### config.mk
export PLATFORM = sky130hd
export DESIGN_NAME = pc_gen
export DESIGN_NICKNAME = d
export VERILOG_FILES = /design/src/rtl/pc_gen_pkg.sv /design/src/rtl/pc_ras.sv /design/src/rtl/pc_gen.sv
export SDC_FILE = /design/constraint.sdc
export NUM_CORES = 1
export LEC_CHECK = 0
export ABC_AREA = 1
export CORE_UTILIZATION = 56
export CTS_CLUSTER_DIAMETER = 120
export DETAILED_ROUTE_END_ITERATION = 8
export GPL_ROUTABILITY_DRIVEN = 1
export MAX_ROUTING_LAYER = met4
export PLACE_DENSITY_LB_ADDON = 0.05
export SYNTH_ARGS = -nofsm -noshare
export SYNTH_HDL_FRONTEND = slang
export SYNTH_SLANG_ARGS = --single-unit
### constraint.sdc
create_clock -name clk_i -period 5.1 [get_ports clk_i]
set_input_delay 1.02 -clock clk_i [delete_from_list [all_inputs] [get_ports clk_i]]
set_output_delay 1.02 -clock clk_i [all_outputs]
set_load 0.05 [all_outputs]
### src/rtl/pc_gen_pkg.sv
// Shared definitions for the IF-stage program-counter unit.
package pc_gen_pkg;

  // Source of the most recent PC load, as reported on redirect_o.
  typedef enum logic [1:0] {
    REDIR_SEQ = 2'd0,
    REDIR_ID  = 2'd1,
    REDIR_BR  = 2'd2,
    REDIR_EXC = 2'd3
  } redir_e;

  localparam logic [31:0] DEF_RESET_VECTOR = 32'h0000_0000;
  localparam logic [31:0] DEF_EXC_VECTOR   = 32'h0000_0100;

endpackage

### src/rtl/pc_ras.sv
// Circular return-address stack. ptr_q is the next write slot, so the top
// entry lives at ptr_q-1. When full, a push overwrites the oldest entry and
// the count stays saturated.
module pc_ras #(
  parameter int WIDTH     = 32,
  parameter int RAS_DEPTH = 4
) (
  input  logic             clk_i,
  input  logic             rst_i,
  input  logic             clr_i,
  input  logic             push_i,
  input  logic             pop_i,
  input  logic [WIDTH-1:0] data_i,
  output logic [WIDTH-1:0] top_o,
  output logic             empty_o,
  output logic             full_o
);

  localparam int PW = (RAS_DEPTH > 1) ? $clog2(RAS_DEPTH) : 1;
  localparam int CW = PW + 1;
  localparam logic [CW-1:0] DEPTH_C = CW'(RAS_DEPTH);

  logic [PW-1:0]    ptr_q, ptr_d;
  logic [CW-1:0]    cnt_q, cnt_d;
  logic [PW-1:0]    top_idx;
  logic [PW-1:0]    wr_idx;
  logic             wr_en;
  logic [WIDTH-1:0] mem_q [RAS_DEPTH];

  assign top_idx = ptr_q - PW'(1);
  assign empty_o = (cnt_q == '0);
  assign full_o  = (cnt_q == DEPTH_C);
  assign top_o   = mem_q[top_idx];

  // Pointer/count update and write-slot selection for push, pop and replace.
  always_comb begin
    ptr_d  = ptr_q;
    cnt_d  = cnt_q;
    wr_en  = 1'b0;
    wr_idx = ptr_q;
    if (clr_i) begin
      ptr_d = '0;
      cnt_d = '0;
    end else if (push_i && pop_i) begin
      // Return followed by call: replace the top, or seed an empty stack.
      wr_en = 1'b1;
      if (empty_o) begin
        wr_idx = ptr_q;
        ptr_d  = ptr_q + PW'(1);
        cnt_d  = CW'(1);
      end else begin
        wr_idx = top_idx;
      end
    end else if (push_i) begin
      wr_en  = 1'b1;
      wr_idx = ptr_q;
      ptr_d  = ptr_q + PW'(1);
      if (!full_o) cnt_d = cnt_q + CW'(1);
    end else if (pop_i && !empty_o) begin
      ptr_d = top_idx;
      cnt_d = cnt_q - CW'(1);
    end
  end

  // Stack pointer and occupancy registers.
  always_ff @(posedge clk_i or negedge rst_i) begin
    if (!rst_i) begin
      ptr_q <= '0;
      cnt_q <= '0;
    end else begin
      ptr_q <= ptr_d;
      cnt_q <= cnt_d;
    end
  end

  // Entry storage; contents are meaningless while the count says empty.
  always_ff @(posedge clk_i) begin
    if (wr_en) mem_q[wr_idx] <= data_i;
  end

endmodule

### src/rtl/pc_gen.sv
// Fetch PC register with prioritised next-PC selection and an ID-stage
// return-address stack. All outputs are registered.
module pc_gen
  import pc_gen_pkg::*;
#(
  parameter int               WIDTH        = 32,
  parameter int               INSTR_BYTES  = 4,
  parameter logic [WIDTH-1:0] RESET_VECTOR = WIDTH'(DEF_RESET_VECTOR),
  parameter logic [WIDTH-1:0] EXC_VECTOR   = WIDTH'(DEF_EXC_VECTOR),
  parameter int               RAS_DEPTH    = 4
) (
  input  logic             clk_i,
  input  logic             rst_i,
  input  logic             start_i,
  input  logic             stall_i,
  input  logic             exc_valid_i,
  input  logic             br_valid_i,
  input  logic [WIDTH-1:0] br_target_i,
  input  logic             jmp_valid_i,
  input  logic [WIDTH-1:0] jmp_target_i,
  input  logic             call_i,
  input  logic [WIDTH-1:0] ret_addr_i,
  input  logic             ret_i,
  input  logic [WIDTH-1:0] ret_fallback_i,
  output logic [WIDTH-1:0] pc_o,
  output logic             pc_valid_o,
  output logic [1:0]       redirect_o,
  output logic             ras_empty_o,
  output logic             ras_full_o
);

  logic [WIDTH-1:0] pc_q, pc_d;
  logic             valid_q, valid_d;
  redir_e           redir_q, redir_d;

  logic             id_kill;
  logic             ras_push, ras_pop;
  logic [WIDTH-1:0] ras_top;
  logic [WIDTH-1:0] ret_target;

  // A stalled or flushed ID instruction must not touch the stack.
  assign id_kill    = stall_i | br_valid_i | exc_valid_i;
  assign ras_push   = start_i & call_i & ~id_kill;
  assign ras_pop    = start_i & ret_i & ~id_kill;
  assign ret_target = ras_empty_o ? ret_fallback_i : ras_top;

  pc_ras #(
    .WIDTH     (WIDTH),
    .RAS_DEPTH (RAS_DEPTH)
  ) u_ras (
    .clk_i   (clk_i),
    .rst_i   (rst_i),
    .clr_i   (~start_i),
    .push_i  (ras_push),
    .pop_i   (ras_pop),
    .data_i  (ret_addr_i),
    .top_o   (ras_top),
    .empty_o (ras_empty_o),
    .full_o  (ras_full_o)
  );

  // Next-PC priority: exception, branch, stall, return, jump, sequential.
  always_comb begin
    pc_d    = pc_q;
    valid_d = 1'b0;
    redir_d = REDIR_SEQ;
    if (!start_i) begin
      pc_d = RESET_VECTOR;
    end else begin
      valid_d = ~stall_i;
      if (exc_valid_i) begin
        pc_d    = EXC_VECTOR;
        redir_d = REDIR_EXC;
      end else if (br_valid_i) begin
        pc_d    = br_target_i;
        redir_d = REDIR_BR;
      end else if (stall_i) begin
        pc_d    = pc_q;
      end else if (ret_i) begin
        pc_d    = ret_target;
        redir_d = REDIR_ID;
      end else if (jmp_valid_i) begin
        pc_d    = jmp_target_i;
        redir_d = REDIR_ID;
      end else begin
        pc_d    = pc_q + WIDTH'(INSTR_BYTES);
      end
    end
  end

  // PC, fetch-valid and redirect-source registers.
  always_ff @(posedge clk_i or negedge rst_i) begin
    if (!rst_i) begin
      pc_q    <= RESET_VECTOR;
      valid_q <= 1'b0;
      redir_q <= REDIR_SEQ;
    end else begin
      pc_q    <= pc_d;
      valid_q <= valid_d;
      redir_q <= redir_d;
    end
  end

  assign pc_o       = pc_q;
  assign pc_valid_o = valid_q;
  assign redirect_o = redir_q;

endmodule

After elaboration in Yosys (flattened, before gate mapping)

Memories as Yosys holds them, arrays and structs flattened.
Cells that the tools add are included.

Register bits after elaboration: 40
Memory bits (writable): 128
Input port bits: 137
Output and inout port bits: 37
Logic and storage cells: 63
Memories kept: 1

Memories:

| memory      | depth | bits a word | read ports | clocked after memory_dff | write ports | RTL line     | source |
|---|---|---|---|---|---|---|---|
| u_ras.mem_q | 4     | 32          | 1          | 0                        | 1           | pc_ras.sv:28 | `logic [WIDTH-1:0] mem_q [RAS_DEPTH];` |

$add $sub $neg: 5
Eq/ne operators: 5
Multiplexer cells: 33
Bitwise operators: 8
Reductions and logical operators: 6

Operators with widths:

| operator                                                            | count |
|---|---|
| 32-bit two-way mux                                                  | 7 |
| 32-bit by 3-bit adder with 32-bit output (second input constant)    | 1 |
| 2-bit two-way mux                                                   | 11 |
| 3-bit two-way mux                                                   | 6 |
| 1-bit two-way mux                                                   | 9 |
| 1-bit bitwise AND                                                   | 4 |
| 4-bit by 1-bit != test with 1-bit output (second input constant)    | 1 |
| 4-bit by 2-bit != test with 1-bit output (second input constant)    | 1 |
| 4-bit != test (second input constant)                               | 1 |
| 3-bit by 1-bit adder with 3-bit output (second input constant)      | 1 |
| 3-bit equality test (second input constant)                         | 1 |
| 3-bit zero test                                                     | 1 |
| 3-bit != test (second input constant)                               | 1 |
| 3-bit AND reduction                                                 | 1 |
| 3-bit by 1-bit subtractor with 3-bit output (second input constant) | 1 |
| 2-bit by 1-bit adder with 2-bit output (second input constant)      | 1 |
| 1-bit logical AND                                                   | 2 |
| 1-bit inverter                                                      | 2 |
| 1-bit bitwise OR                                                    | 2 |
| 2-bit AND reduction                                                 | 1 |
| 2-bit by 1-bit subtractor with 2-bit output (second input constant) | 1 |
| 1-bit zero test                                                     | 1 |

Longest topological paths before layout

Gate-level depths: netlist (run 1).

Depth after elaboration: 9
Mapped depth: 13

Modules after synthesis

A second synthesis (run 1) with hierarchy kept.

Cells, all modules: 929
Area, all modules: 8,426.8 um^2

By module, submodules not included:

| module | times used | cells an instance | area an instance (um^2) |
|---|---|---|---|
| pc_ras | 1          | 367               | 5,088.6 |
| pc_gen | 1          | 562               | 3,338.2 |

Least setup slack after synthesis (run 1)

Ideal clock, no wire load.

Path kind: input-to-reg
From: input br_valid_i
To: memory u_ras.mem_q[2][0] (enable)
Arrival time: 3.330 ns
Data required time: 4.679 ns
Setup slack: 1.349 ns
Stages: 11
Path through: buf_2 nor2_4 nand2_1 inv_1 nand3_1 nor2_1 nand2_1 xor2_1 inv_1 nand2_1 nor2_1

Cells in the longest elaborated chain, start to end: 9
Elaborated cells between the ends (all ways): 13
Those cells by class: 7 x mux; 5 x bitwise; 1 x reduce/logical

Ends and longest elaborated chain:

| element                                                | RTL line                   | source |
|---|---|---|
| start, declared                                        | pc_gen.sv:17               | `input logic br_valid_i,` |
| 1-bit bitwise OR (*) (2 in a row)                      | pc_gen.sv:42               | `assign id_kill = stall_i \| br_valid_i \| exc_valid_i;` |
| 1-bit inverter (*)                                     | pc_gen.sv:43, pc_gen.sv:44 |  |
| 1-bit bitwise AND (on tied branches)                   | pc_gen.sv:43, pc_gen.sv:44 |  |
| 1-bit two-way mux or 1-bit logical AND (tied branches) | pc_ras.sv:54, pc_ras.sv:44 |  |
| 1-bit two-way mux                                      | pc_ras.sv:44               | `end else if (push_i && pop_i) begin` |
| 1-bit two-way mux                                      | pc_ras.sv:41               | `if (clr_i) begin` |
| 1-bit two-way mux                                      | pc_ras.sv:78               | `if (wr_en) mem_q[wr_idx] <= data_i;` |
| 1-bit two-way mux (not written as such)                | pc_ras.sv:78               |  |
| end, declared                                          | pc_ras.sv:28               |  |

Mark *: on every way between the ends. The rest lies on a longest branch, timed or not.

Final worst setup path (run 1)

From: register u_ras.cnt_q[0]
To: output ras_empty_o

Cells in the longest elaborated chain, start to end: 1

Ends and longest elaborated chain:

| element                | RTL line     | source |
|---|---|---|
| start, declared        | pc_ras.sv:24 | `logic [CW-1:0] cnt_q, cnt_d;` |
| start signal, assigned | pc_ras.sv:72 | `cnt_q <= cnt_d;` |
| 3-bit zero test        | pc_ras.sv:31 | `assign empty_o = (cnt_q == '0);` |
| end, declared          | pc_gen.sv:28 | `output logic ras_empty_o,` |

No other way between the ends.

==> flow_summary_export.csv, run 1 <==
group,metric,value,unit
place,preCtsSetupSlack,1470,ps
worst_setup_path,critPathTopFamily,"buffers and inverters",
place,gp_congestion,1.00,
pwr,peakVddDrop,0.000503,V
finish,design_area,11200,sq um
timing,finalCriticalPeriod,3450,ps
floorplan,boundaryPins,174,
routing,wl_per_cell,16.0,um
finish,area_growth,28.3,%
clock_network,postCtsHoldBufs,0,
pwr,swShare,0.313,
clock_network,cts.repair.resized,0,
status,outcome,"completed",
pwr,power_frac_clock,0.351,
pwr,power_frac_comb,0.231,
worst_setup_path,endpoint,"ras_empty_o",
routing,ant_nets,0,
flow_run,cap_violations,0,
worst_setup_path,path_buf_inv,2,
synthesis,ys_ff_latch,168,
floorplan,start_util,0.573,
worst_setup_path,startpoint,"u_ras.cnt_q[0]",
finish,n_fill_cell,1152,
clock_network,cts.path.max_buffers,2,
finish,antennaDiodeCount,0,
floorplan,coreArea,15200,sq um
pwr,p_total,3.71,mW
grt,antenna_found_initial,0,
worst_setup_path,cp_num_cells,4,
synthesis,synth_area_per_cell,8.07,sq um
place,dp_hpwl,15900,um
worst_setup_path,worstSetupPathType,"register to output pin",
worst_setup_path,worstRegToRegCells,9,
routing,vias_per_cell,5.32,
clock_network,postCtsSetupRepairBufs,0,
timing,fmax,290,MHz
clock_network,cts_buffers,17,
finish,drive_gt1_frac,0.0565,
timing,layout_setup_ws,1650,ps
floorplan,die_h,127,um
floorplan,fp.dieW,127,um
synthesis,syn_inst,1079,
worst_setup_path,r2r-end,"u_ras.mem_q[0][30]",
routing,drtPass1Iterations,6,
worst_setup_path,max_stage_delay,840,ps
finish,nets,1383,
timing,setup_viol,0,
finish,ff_latch_area,4840,sq um
synthesis,synth_area,8710,sq um
clock_network,clkLatencyLatePin,430,ps
synthesis,syn_nets,1218,
worst_setup_path,critPathLaunchType,"register",
pwr,cellPowerDensity,332,nW/um^2
synthesis,yosysWarnings,0,
timing,slew_viol_final,0,
hold_path,hp-class,"register to register",
worst_setup_path,r2r_slack,2480,ps
pwr,p_sw,1.16,mW
pwr,leakage,4.75,nW
clock_network,cts_tree,"yes",
worst_setup_path,path_cells,"nor2_1, nand2_2, inv_1, clkdlybuf4s50_1",
pwr,pwr-share-seq,0.419,
worst_setup_path,end_kind,"output pin",
worst_setup_path,cp_slowest_cell,"clkdlybuf4s50_1",
clock_network,clock_sinks,168,
routing,vias,7689,
finish,post-route-util,0.735,
clock_network,root_buffer,"clkbuf_16",
routing,drtIter0Drc,720,
timing,fin_crit_sh,0.676,
place,post_dp_cell_area,10600,sq um
finish,multi_input_area,3310,sq um
routing,wirelength,23100,um
routing,drcViolationCount,0,
grt,first_global_vias,7094,
worst_setup_path,crit_arrival,2430,ps
worst_setup_path,r2r_start,"u_ras.cnt_q[0]",
timing,relSlewSlack,0.331,
timing,worst_pin_slew,999,ps
floorplan,die_area,16100,sq um
floorplan,rows,45,
synthesis,synth_cell_types,35,
pwr,p_int,2.55,mW
timing,hold_violations,0,
grt,grt_pass1_wl,36400,um
timing,rsz0062_at_grt,"no",
worst_setup_path,critPathMaxFanout,28,
clock_network,htree_levels,4,
clock_network,clkTransAtPathRegs,70,ps
grt,gr-usage-all-layers,0.309,
place,portBuffers,173,
synthesis,ys_seq_area_frac,0.556,
grt,grt_max_degree,41,
grt,overflow,0,
timing,skew,10.4,ps
timing,fin_setup_tns,0,ps
worst_setup_path,crit_required,4080,ps
[cells in the mapped netlist (all sizes together)]
| library cell | instances | area, sq um |
|---|---|---|
| nand2 | 374 | 1420 |
| a21oi | 26 | 130 |
| and2 | 2 | 12.5 |
| nor2 | 232 | 898 |
| or2 | 7 | 43.8 |
| a221oi | 1 | 8.76 |
| edfxtp | 128 | 3840 |
| o21ai | 29 | 145 |
| inv | 102 | 383 |
| xor2 | 5 | 43.8 |
| o22ai | 3 | 18.8 |
| fa | 1 | 20.0 |
| nand3b | 7 | 52.6 |
| nor3 | 4 | 20.0 |
| clkbuf | 13 | 48.8 |
| a22oi | 2 | 15.0 |
| nand4 | 11 | 68.8 |
| o21a | 2 | 15.0 |
| ha | 1 | 12.5 |
| xnor2 | 5 | 43.8 |
| dfrtp | 40 | 1000 |
| o221ai | 1 | 8.76 |
| o211ai | 3 | 22.5 |
| o21bai | 7 | 52.6 |
| buf | 25 | 139 |
| nand3 | 48 | 240 |
[layout by cell type, fill, tap and decap left out, types with 14 or more instances in the layout]
cell type | synthesis | layout
a21oi_1 | 26 | 26
nand3_1 | 48 | 48
edfxtp_1 | 128 | 128
inv_1 | 99 | 99
o21ai_0 | 28 | 28
clkbuf_16 | 0 | 17
nor2_1 | 223 | 217
nor2_2 | 8 | 14
dfrtp_1 | 40 | 40
nand2_1 | 370 | 370
clkdlybuf4s50_1 | 0 | 172
[registers in the layout, indices dropped and copies added (netlist names)]
name	flops
u_ras.cnt_q	3
redirect_o	2
u_ras.ptr_q	2
pc_o	32
pc_valid_o	1
u_ras.mem_q	128
[how the worst min path moves through the flow]
| stage | from | end | slack, ps | cells after the start |
|---|---|---|---|---|
| final | pc_o[0] | pc_o[0] | 490 | 2 |
| after global routing | pc_o[0] | pc_o[0] | 520 | 2 |
| after CTS | pc_o[1] | pc_o[1] | 490 | 2 |
| after detailed placement | pc_o[1] | pc_o[1] | 480 | 2 |
| after global placement | pc_o[1] | pc_o[1] | 460 | 2 |
| after floorplan | u_ras.cnt_q[2] | u_ras.cnt_q[2] | 530 | 1 |
[final cells by class]
class | count | area share
Clock buffer | 17 | 0.0381
Clock inverter | 14 | 0.0150
Inverter | 102 | 0.0343
Multi-Input combinational cell | 771 | 0.296
Sequential cell | 168 | 0.434
Tap cell | 188 | 0.0211
Timing Repair Buffer | 184 | 0.162
[logic make-up after synthesis]
kind of cell,Yosys count,synth area share
DFF,168,0.556
and+or+nand+nor,685,0.316
xor gates and xnor gates,10,0.0101
adders and majority gates,2,0.00374
buffers and inverters,140,0.0655
AOI/OAI and AO/OA,74,0.0478
[layer usage]
layer | GRT usage | vias to the layer above | share of wire
li1 | - | 3758 | -
met1 | 0.399 | 3506 | 0.42
met2 | 0.486 | 374 | 0.48
met3 | 0.0616 | 51 | 0.082
met4 | 0.120 | 0 | 0.027
met5 | - | - | 0
[stage by stage]
| stage | hold slack [ps] | instances |
|---|---|---|
| after floorplan | 527 | 1079 |
| after global placement | 464 | 1413 |
| after detailed placement | 476 | 1413 |
| after CTS | 493 | 1444 |
| after global routing | 521 | 1444 |
| final | 492 | 1444 |
[worst reg2reg max path, stage by stage (launching register included)]
cell and delay (ps):
dfrtp_1 410, nor2_1 190, nand2_2 360, nand3_1 260, nor2_1 80, nand2_1 90
xor2_1 210, nand2_1 130, nor2_2 90, buf_4 410
[power groups by stage]
stage,sequential (mW),clock [mW],combinational (mW)
finish,1.56,1.30,0.856
global route,1.56,1.37,0.936
CTS,1.55,1.31,0.853
detailed placement,1.58,0,0.844
global placement,1.58,0,0.832
floorplan,1.63,0,0.467
No activity file was read; power rests on OpenSTA's default activity.
==> run 2, diff against run 1 <==
CORE_UTILIZATION = 52   (was 56)
clock period = 3.3 ns   (was 5.1 ns; I/O delays follow)
==> run 2 against run 1 <==
  * Count of clock-buffer cells in the layout up 1
  * Cell area up 1.4%
  * Global-route usage down 2.3 points
  * Sequential share of layout area down 0.59 points
  * Flip-flop and latch count unchanged
==> flow_summary_export.csv, run 2 (same netlist as run 1, synthesis figures left out) <==
group,metric,value,unit
grt,gr-usage-all-layers,0.286,
timing,setup_viol,0,
worst_setup_path,cp_num_cells,5,
routing,wl_per_cell,15.6,um
routing,drcViolationCount,0,
worst_setup_path,critPathMaxFanout,28,
timing,hold_violations,0,
timing,fin_crit_sh,0.801,
clock_network,clkLatencyLatePin,420,ps
routing,vias,7609,
clock_network,cts_tree,"yes",
finish,n_fill_cell,1323,
timing,worst_pin_slew,991,ps
worst_setup_path,critPathLaunchType,"register",
worst_setup_path,r2r_slack,880,ps
pwr,p_sw,1.81,mW
place,dp_hpwl,16200,um
pwr,p_int,3.97,mW
floorplan,boundaryPins,174,
worst_setup_path,worstSetupPathType,"register to output pin",
worst_setup_path,worstRegToRegCells,10,
clock_network,root_buffer,"clkbuf_16",
pwr,pwr-share-seq,0.416,
routing,drtPass1Iterations,7,
worst_setup_path,cp_slowest_cell,"dfrtp_1",
pwr,cellPowerDensity,510,nW/um^2
finish,final_common_cell,"nand2_1",
finish,design_area,11300,sq um
worst_setup_path,crit_required,2640,ps
clock_network,htree_levels,4,
floorplan,die_area,17300,sq um
clock_network,clock_sinks,168,
timing,relSlewSlack,0.340,
worst_setup_path,max_stage_delay,400,ps
worst_setup_path,end_kind,"output pin",
grt,antenna_found_initial,1,
worst_setup_path,r2r_start,"u_ras.cnt_q[2]",
place,gp_congestion,0.944,
timing,layout_setup_ws,656,ps
place,post_dp_cell_area,10700,sq um
place,preCtsSetupSlack,343,ps
finish,drive_gt1_frac,0.0632,
finish,layout_common_cells,"nand2_1 (370), nor2_1 (217), clkdlybuf4s50_1 (171), edfxtp_1 (128), inv_1 (99)",
routing,ant_nets,0,
clock_network,cts_buffers,17,
status,outcome,"completed",
pwr,p_total,5.78,mW
pwr,peakVddDrop,0.000489,V
worst_setup_path,path_cells,"nor2_1, nand2_2, inv_1, buf_4, buf_12",
floorplan,coreArea,16100,sq um
timing,fmax,378,MHz
pwr,swShare,0.313,
timing,skew,6.55,ps
routing,vias_per_cell,5.13,
pwr,power_frac_clock,0.349,
floorplan,start_util,0.540,
finish,largest_register_ffs,128,
worst_setup_path,path_buf_inv,3,
clock_network,clkTransAtPathRegs,70,ps
grt,grt_max_degree,52,
routing,wirelength,23100,um
finish,nets,1391,
timing,finalCriticalPeriod,2640,ps
routing,drtIter0Drc,595,
grt,grt_pass1_wl,36900,um
flow_run,cap_violations,0,
pwr,power_frac_comb,0.235,
clock_network,postCtsSetupRepairBufs,0,
place,portBuffers,173,
worst_setup_path,crit_arrival,1980,ps
finish,area_growth,30.1,%
worst_setup_path,r2r-end,"u_ras.mem_q[2][19]",
pwr,leakage,4.81,nW
grt,first_global_vias,7166,
clock_network,cts.repair.resized,0,
worst_setup_path,critPathTopFamily,"buffers and inverters",
floorplan,fp.dieW,131,um
floorplan,die_h,131,um
floorplan,rows,46,
clock_network,postCtsHoldBufs,0,
timing,rsz0062_at_grt,"no",
place,place_inst,1449,
grt,overflow,0,
finish,regMostFlops,"u_ras.mem_q",
finish,stdcell_count,1482,
clock_network,cts.path.max_buffers,2,
timing,slew_viol_final,0,
hold_path,hp-class,"input port to async pin",
run 2: layout make-up:
cell class	instances	area (sq um)	share of cell area
timing repair buffer	192	1930	0.170
inverter	102	383	0.0338
multi-input combinational	771	3310	0.292
tap	216	270	0.0239
clock buffer	18	429	0.0379
antenna	1	2.50	0.000221
clock inverter	14	160	0.0141
sequential	168	4840	0.428
run 2: through the flow:
step           utilization  TNS [ps]  hold slack [ps]
6_report             0.703         0              403
4_1_cts              0.703         0              413
2_1_floorplan            -    -10850              364
3_5_place_dp         0.666         0              478
3_3_place_gp         0.666         0              465
5_1_grt              0.703         0              453
run 2: worst max path at each step:
stage,start,end,slack [ps]
3_5_place_dp,exc_valid_i,u_ras.mem_q[2][23],340
4_1_cts,u_ras.cnt_q[0],ras_empty_o,640
3_3_place_gp,exc_valid_i,u_ras.mem_q[2][23],390
5_1_grt,u_ras.cnt_q[0],ras_empty_o,430
2_1_floorplan,br_valid_i,u_ras.mem_q[2][0],-90
6_report,u_ras.cnt_q[0],ras_empty_o,660
run 2: power by group through the flow:
stage | combinational, mW | clock (mW) | sequential [mW]
2_1_floorplan | 0.721 | 0 | 2.53
3_3_place_gp | 1.33 | 0 | 2.45
3_5_place_dp | 1.34 | 0 | 2.45
4_1_cts | 1.35 | 2.04 | 2.40
5_1_grt | 1.49 | 2.12 | 2.41
6_report | 1.36 | 2.02 | 2.40
run 2: routing by layer:
layer	track usage	vias to the layer above	wire (um)
met4	0.0956	0	462
met1	0.383	3545	10300
li1	-	3776	-
met3	0.0436	29	1360
met2	0.446	259	10900
met5	-	-	0
